[src/rtl/fft_pkg.sv]
// Shared types and constants for the 8-point fixed-point FFT datapath.
// Provides the complex Q1.15 sample, conjugate twiddle ROM and bitrev3.
package fft_pkg;

    localparam int N     = 8;
    localparam int LOG2N = 3;
    localparam int W     = 16;

    typedef struct packed {
        logic signed [W-1:0] re;
        logic signed [W-1:0] im;
    } cplx_t;

    typedef enum logic [1:0] {
        ST_LOAD,
        ST_COMPUTE,
        ST_UNLOAD
    } state_t;

    // Conjugated twiddles exp(+j*2*pi*k/8) for the inverse transform
    localparam cplx_t TW0 = {16'h7FFF, 16'h0000};
    localparam cplx_t TW1 = {16'h5A82, 16'h5A82};
    localparam cplx_t TW2 = {16'h0000, 16'h7FFF};
    localparam cplx_t TW3 = {16'hA57E, 16'h5A82};

    function automatic cplx_t twiddle(input logic [1:0] k);
        cplx_t w;
        case (k)
            2'd0:    w = TW0;
            2'd1:    w = TW1;
            2'd2:    w = TW2;
            default: w = TW3;
        endcase
        return w;
    endfunction

    function automatic logic [LOG2N-1:0] bitrev3(input logic [LOG2N-1:0] x);
        return {x[0], x[1], x[2]};
    endfunction

endpackage

[src/rtl/ifft_bfly.sv]
// Combinational radix-2 DIT butterfly with 1/2 scaling and saturation.
// Ports: a, b (inputs), w (twiddle) -> A = (a+b*w)/2, B = (a-b*w)/2.
module ifft_bfly
    import fft_pkg::*;
(
    input  cplx_t a,
    input  cplx_t b,
    input  cplx_t w,
    output cplx_t A,
    output cplx_t B
);

    logic signed [31:0] p_rr;
    logic signed [31:0] p_ii;
    logic signed [31:0] p_ri;
    logic signed [31:0] p_ir;
    logic signed [32:0] s_re;
    logic signed [32:0] s_im;
    logic signed [16:0] t_re;
    logic signed [16:0] t_im;
    logic signed [17:0] sum_re;
    logic signed [17:0] sum_im;
    logic signed [17:0] dif_re;
    logic signed [17:0] dif_im;

    // Clamp a 17-bit value into the signed 16-bit range
    function automatic logic [15:0] sat(input logic [16:0] v);
        if (v[16] != v[15]) begin
            return v[16] ? 16'h8000 : 16'h7FFF;
        end
        return v[15:0];
    endfunction

    assign p_rr = 32'($signed(b.re)) * 32'($signed(w.re));
    assign p_ii = 32'($signed(b.im)) * 32'($signed(w.im));
    assign p_ri = 32'($signed(b.re)) * 32'($signed(w.im));
    assign p_ir = 32'($signed(b.im)) * 32'($signed(w.re));

    assign s_re = 33'(p_rr) - 33'(p_ii);
    assign s_im = 33'(p_ri) + 33'(p_ir);

    // Q2.30 product back to Q.15, flooring
    assign t_re = 17'(s_re >>> 15);
    assign t_im = 17'(s_im >>> 15);

    assign sum_re = 18'($signed(a.re)) + 18'(t_re);
    assign sum_im = 18'($signed(a.im)) + 18'(t_im);
    assign dif_re = 18'($signed(a.re)) - 18'(t_re);
    assign dif_im = 18'($signed(a.im)) - 18'(t_im);

    assign A = {sat(17'(sum_re >>> 1)), sat(17'(sum_im >>> 1))};
    assign B = {sat(17'(dif_re >>> 1)), sat(17'(dif_im >>> 1))};

endmodule

[src/rtl/ifft8_iter.sv]
// Iterative 8-point inverse FFT, one shared butterfly, 1/8 overall scale.
// Ports: in_* input stream (X[k]), out_* output stream (y[n]), busy.
module ifft8_iter
    import fft_pkg::*;
(
    input  logic        clk,
    input  logic        rst_n,
    input  logic        in_valid,
    output logic        in_ready,
    input  logic [15:0] in_re,
    input  logic [15:0] in_im,
    output logic        out_valid,
    input  logic        out_ready,
    output logic [15:0] out_re,
    output logic [15:0] out_im,
    output logic        busy
);

    state_t      state_q;
    state_t      state_d;
    logic [2:0]  cnt_q;
    logic [2:0]  cnt_d;
    logic [1:0]  stage_q;
    logic [1:0]  stage_d;
    logic [1:0]  bfly_q;
    logic [1:0]  bfly_d;
    cplx_t       mem_q [N];

    logic        in_fire;
    logic        out_fire;
    logic        last_bfly;
    logic [2:0]  top;
    logic [2:0]  bot;
    logic [1:0]  tw_k;
    cplx_t       bf_w;
    cplx_t       bf_A;
    cplx_t       bf_B;

    assign in_fire   = in_valid && in_ready;
    assign out_fire  = out_valid && out_ready;
    assign last_bfly = (stage_q == 2'd2) && (bfly_q == 2'd3);

    // State register
    always_ff @(posedge clk or negedge rst_n) begin
        if (!rst_n) begin
            state_q <= ST_LOAD;
        end else begin
            state_q <= state_d;
        end
    end

    // Next-state logic
    always_comb begin
        state_d = state_q;
        unique case (state_q)
            ST_LOAD: begin
                if (in_fire && cnt_q == 3'd7) state_d = ST_COMPUTE;
            end
            ST_COMPUTE: begin
                if (last_bfly) state_d = ST_UNLOAD;
            end
            ST_UNLOAD: begin
                if (out_fire && cnt_q == 3'd7) state_d = ST_LOAD;
            end
            default: state_d = ST_LOAD;
        endcase
    end

    // Outputs decoded from registered state only
    always_comb begin
        in_ready  = (state_q == ST_LOAD);
        out_valid = (state_q == ST_UNLOAD);
        busy      = (state_q != ST_LOAD);
        out_re    = '0;
        out_im    = '0;
        if (state_q == ST_UNLOAD) begin
            out_re = mem_q[cnt_q].re;
            out_im = mem_q[cnt_q].im;
        end
    end

    // Counter next-state; cnt wraps to 0 after each 8-sample phase
    always_comb begin
        cnt_d   = cnt_q;
        stage_d = stage_q;
        bfly_d  = bfly_q;
        if (in_fire || out_fire) cnt_d = cnt_q + 3'd1;
        if (state_q == ST_COMPUTE) begin
            bfly_d = bfly_q + 2'd1;
            if (bfly_q == 2'd3) begin
                stage_d = last_bfly ? 2'd0 : stage_q + 2'd1;
            end
        end
    end

    always_ff @(posedge clk or negedge rst_n) begin
        if (!rst_n) begin
            cnt_q   <= '0;
            stage_q <= '0;
            bfly_q  <= '0;
        end else begin
            cnt_q   <= cnt_d;
            stage_q <= stage_d;
            bfly_q  <= bfly_d;
        end
    end

    // Butterfly pair and twiddle for (stage, j); bot is top + (1 << stage)
    always_comb begin
        unique case (stage_q)
            2'd0: begin
                top  = {bfly_q, 1'b0};
                bot  = {bfly_q, 1'b1};
                tw_k = 2'd0;
            end
            2'd1: begin
                top  = {bfly_q[1], 1'b0, bfly_q[0]};
                bot  = {bfly_q[1], 1'b1, bfly_q[0]};
                tw_k = {bfly_q[0], 1'b0};
            end
            default: begin
                top  = {1'b0, bfly_q};
                bot  = {1'b1, bfly_q};
                tw_k = bfly_q;
            end
        endcase
    end

    assign bf_w = twiddle(tw_k);

    ifft_bfly u_bfly (
        .a (mem_q[top]),
        .b (mem_q[bot]),
        .w (bf_w),
        .A (bf_A),
        .B (bf_B)
    );

    // Register file: bit-reversed load, in-place butterfly writeback
    always_ff @(posedge clk or negedge rst_n) begin
        if (!rst_n) begin
            for (int i = 0; i < N; i++) begin
                mem_q[i] <= '0;
            end
        end else if (in_fire) begin
            mem_q[bitrev3(cnt_q)] <= {in_re, in_im};
        end else if (state_q == ST_COMPUTE) begin
            mem_q[top] <= bf_A;
            mem_q[bot] <= bf_B;
        end
    end

endmodule

[config.mk]
export PLATFORM = sky130hd
export DESIGN_NAME = ifft8_iter
export DESIGN_NICKNAME = d
export VERILOG_FILES = /design/src/rtl/fft_pkg.sv /design/src/rtl/ifft_bfly.sv /design/src/rtl/ifft8_iter.sv
export SDC_FILE = /design/constraint.sdc
export NUM_CORES = 2
export LEC_CHECK = 0
export CORE_ASPECT_RATIO = 0.7
export CORE_UTILIZATION = 55
export CTS_BUF_LIST = sky130_fd_sc_hd__clkbuf_16
export CTS_CLUSTER_DIAMETER = 30
export DETAILED_ROUTE_END_ITERATION = 10
export GPL_TIMING_DRIVEN = 0
export PLACE_DENSITY = 0.71
export SLEW_MARGIN = 20
export SYNTH_ARGS = -nofsm -noshare
export SYNTH_HDL_FRONTEND = slang
export SYNTH_SLANG_ARGS = --single-unit
[constraint.sdc]
create_clock -name clk -period 26.7 [get_ports clk]
set_input_delay 4.005 -clock clk [delete_from_list [all_inputs] [get_ports clk]]
set_output_delay 4.005 -clock clk [all_outputs]
set_load 0.01 [all_outputs]
==> out/metrics.cfg <==
[worst_setup_path]
crit_path_end_kind = flop
cp.depth = 48
path_buf_inv = 13
regToRegSetupSlack_ps = 8210
worst_path_dominant_cell_family = adder cells
rr_startpoint = stage_q[1]$_DFFE_PN0P_
worst_ep_arrival_time_ps = 19000
worstSetupStartpoint = stage_q[1]$_DFFE_PN0P_
timing.reg2reg.worst_path_depth = 48
end_point_of_the_critical_path = mem_q[49]$_DFFE_PN0P_
critical_path_peak_fanout = 10
critPathKind = reg2reg
crit_top_cell = sky130_fd_sc_hd__fa_1
cp.required_ps = 27220
timing.critical_path.from_type = flop
timing.critical_path.slowest_cell_delay_ps = 1000
r2r-end = mem_q[49]$_DFFE_PN0P_
slowest_stage = sky130_fd_sc_hd__nor4_1

[global_routing]
number_of_antenna_violations_at_the_first_check_in_global_routing = 25
grtUsageTotal_pct = 52.6
grt_pass1_vias = 48600
groute.layer.met2.usage_pct = 61.8
global_route.usage.met3_pct = 35.7
first_pass_grt_wire_length_um = 362000
grt.busiest_layer = met1
grt_overflow_total = 0
grt_max_degree = 83
grt_util_met1_pct = 71.8

[cts]
clock-root-buffer = sky130_fd_sc_hd__clkbuf_16
clock-sinks = 265
buffers_from_clock_root_to_sink_at_most = 3
worst_skew_pair.late_latency_ps = 640
cts_hold_buf = 0
post_cts_resize_count = 0
numCtsBuffers = 59
tritoncts = built
h-tree-depth = 2
clock_edge_transition_at_the_registers_on_the_reported_setup_and_hold_paths_ps = 60
cts.repair_timing.setup_buffer_count = 0

[floorplanning]
design.die.area_um2 = 98400
die_height_um = 263
die_x_um = 375
io-pin-count = 71
floorplan.initialDensity_pct = 55.6
fp-row-count = 95
fp.coreArea_um2 = 96200

[final_layout]
multiInputGateArea_um2 = 41000
mostFrequentLayoutCells = sky130_fd_sc_hd__inv_1, sky130_fd_sc_hd__fa_1, sky130_fd_sc_hd__nand2_1, sky130_fd_sc_hd__ha_1, sky130_fd_sc_hd__nor2_1
fillerInstances = 8106
num-nets-final = 7382
final_common_cell = sky130_fd_sc_hd__inv_1
seqCellArea_um2 = 6630
drive_above_1_share_pct = 6.02
area_delta_synth_final_pct = 8.50

[detailed_routing]
post_drt_wl_per_cell_um = 35.4
vias_per_cell = 6.75
routed_wl_um = 258000
drt_first_pass_iters = 11
antenna_left = 0
post-route-drc-count = 6
vias = 49200
drtIter0Drc = 9017

[placement]
detailedPlacementHpwl_um = 207000
gp_congestion = 1.13
io_buffers = 42

[yosys]
syn-num-nets = 7267
count_of_state_elements_after_synthesis = 265
synth_sequential_area_ratio_pct = 12.4
postSynthCellCount = 5834
synth_area_per_cell_um2 = 9.16
mappedNetlistArea_um2 = 53400
synth.yosys.warnings = 0
portion_of_netlist_area_occupied_by_mux_cells_pct = 2.86
synth-adder-area-share_pct = 46.6
asyncSetResetFlopFracSynth_pct = 100
synthXorXnorAreaFrac_pct = 2.85
yosys_most_used_dff = sky130_fd_sc_hd__dfrtp_1
synth-edff-count = 0
dominant_combinational_cell_family_by_area_after_synthesis = adder cells
synth_compound_gate_area_share_pct = 14.3
ys_types = 92
post_synth_and_or_nand_nor_area_fraction_pct = 9.86

[timing]
min_period_ps = 18490
rsz0062_at_grt = no
setup_viol_count_final = 0
hold_viol = 0
slew_headroom_pct = 4.18
finalClockSkew_ps = 32.8
slew_violations = 0
setup_tns_ps = 0
worstMarginPinSlew_ps = 1420
timing.final.crit_share_pct = 69.2
timing.fmax_ghz = 0.0541

[outcome]
outcome = finished with violations
violations = DRC

[run]
max_cap_viol_count = 0

[hold_path]
holdCritPathClass = reg2reg

==> area by class of cell <==
| cell class | count | share of cell area (%) |
|---|---|---|
| Antenna cell | 25 | 0.108 |
| Sequential cell | 265 | 11.4 |
| Inverter | 1282 | 8.30 |
| Tap cell | 1261 | 2.72 |
| Buffer | 290 | 2.06 |
| Timing Repair Buffer | 54 | 1.07 |
| Multi-Input combinational cell | 3997 | 70.6 |
| Clock buffer | 61 | 2.63 |
| Clock inverter | 48 | 1.05 |
==> registers in the layout (all words and copies together), names as in the netlist <==
signal and cells:
bfly_q 2, cnt_q 3, mem_q 256, stage_q 2, state_q 2
==> cell families (layout without fill, tap and decap cells) <==
kind of cell | count (synthesis) | count (layout)
xor gates and xnor gates | 174 | 174
AOI/OAI and AO/OA | 1146 | 1146
other | 0 | 25
DFF | 265 | 265
muxes | 72 | 72
adders and majority gates | 1401 | 1401
and+or+nand+nor | 1204 | 1204
buffers and inverters | 1572 | 1735
==> synth_stat cells, drive strengths merged (57+ instances only) <==
master,count,area share (%)
fa,984,37
mux4,64,2.7
clkbuf,233,1.6
o22ai,144,1.7
dfrtp,265,12
ha,413,9.7
o21ai,233,2.3
nor2,398,2.8
xnor2,135,2.2
inv,1279,9.0
nand2,480,3.4
nand3,68,0.65
a221oi,76,1.2
a21oi,263,2.5
a22oi,67,0.94
and3,58,0.68
buf,57,0.48
==> metrics by stage <==
stage | hold WS, ps | std cells | setup WS [ps] | util (%) | instance area [um2]
after detailed placement | 510 | 7149 | 9410 | 58.0 | 55700
after CTS | 525 | 7258 | 9390 | 60.2 | 57900
final | 530 | 7283 | 8210 | 60.3 | 58000
after floorplan | 479 | 5834 | 14270 | - | 53400
after global placement | 501 | 7137 | 8600 | 57.7 | 55400
after global routing | 554 | 7260 | 8290 | 60.2 | 57900
==> per-layer routing <==
layer | up-vias | wire, um
met5 | - | 504
met4 | 32 | 15100
met3 | 931 | 53100
met2 | 4713 | 90900
met1 | 24300 | 98200
li1 | 19100 | -
==> how the worst min path moves through the flow <==
| stage | depth (start not counted) | start | slack, ps | endpoint |
|---|---|---|---|---|
| after CTS | 2 | mem_q[28]$_DFFE_PN0P_ | 520 | mem_q[28]$_DFFE_PN0P_ |
| after global routing | 2 | mem_q[12]$_DFFE_PN0P_ | 550 | mem_q[12]$_DFFE_PN0P_ |
| final | 2 | mem_q[14]$_DFFE_PN0P_ | 530 | mem_q[14]$_DFFE_PN0P_ |
| after floorplan | 2 | mem_q[10]$_DFFE_PN0P_ | 480 | mem_q[10]$_DFFE_PN0P_ |
| after global placement | 2 | mem_q[28]$_DFFE_PN0P_ | 500 | mem_q[28]$_DFFE_PN0P_ |
| after detailed placement | 2 | mem_q[28]$_DFFE_PN0P_ | 510 | mem_q[28]$_DFFE_PN0P_ |
==> worst register-to-register path, delay by kind of cell (launching register included) <==
family | cells | cell delay, ps
xor+xnor | 1 | 270
buf+inv | 13 | 4740
simple gates | 14 | 4510
compound gates | 10 | 3530
flops | 1 | 490
fa+ha+maj | 10 | 4810
Power is not shown: default switching activity piles up to over one toggle a cycle in this logic, so the estimate is an artifact.
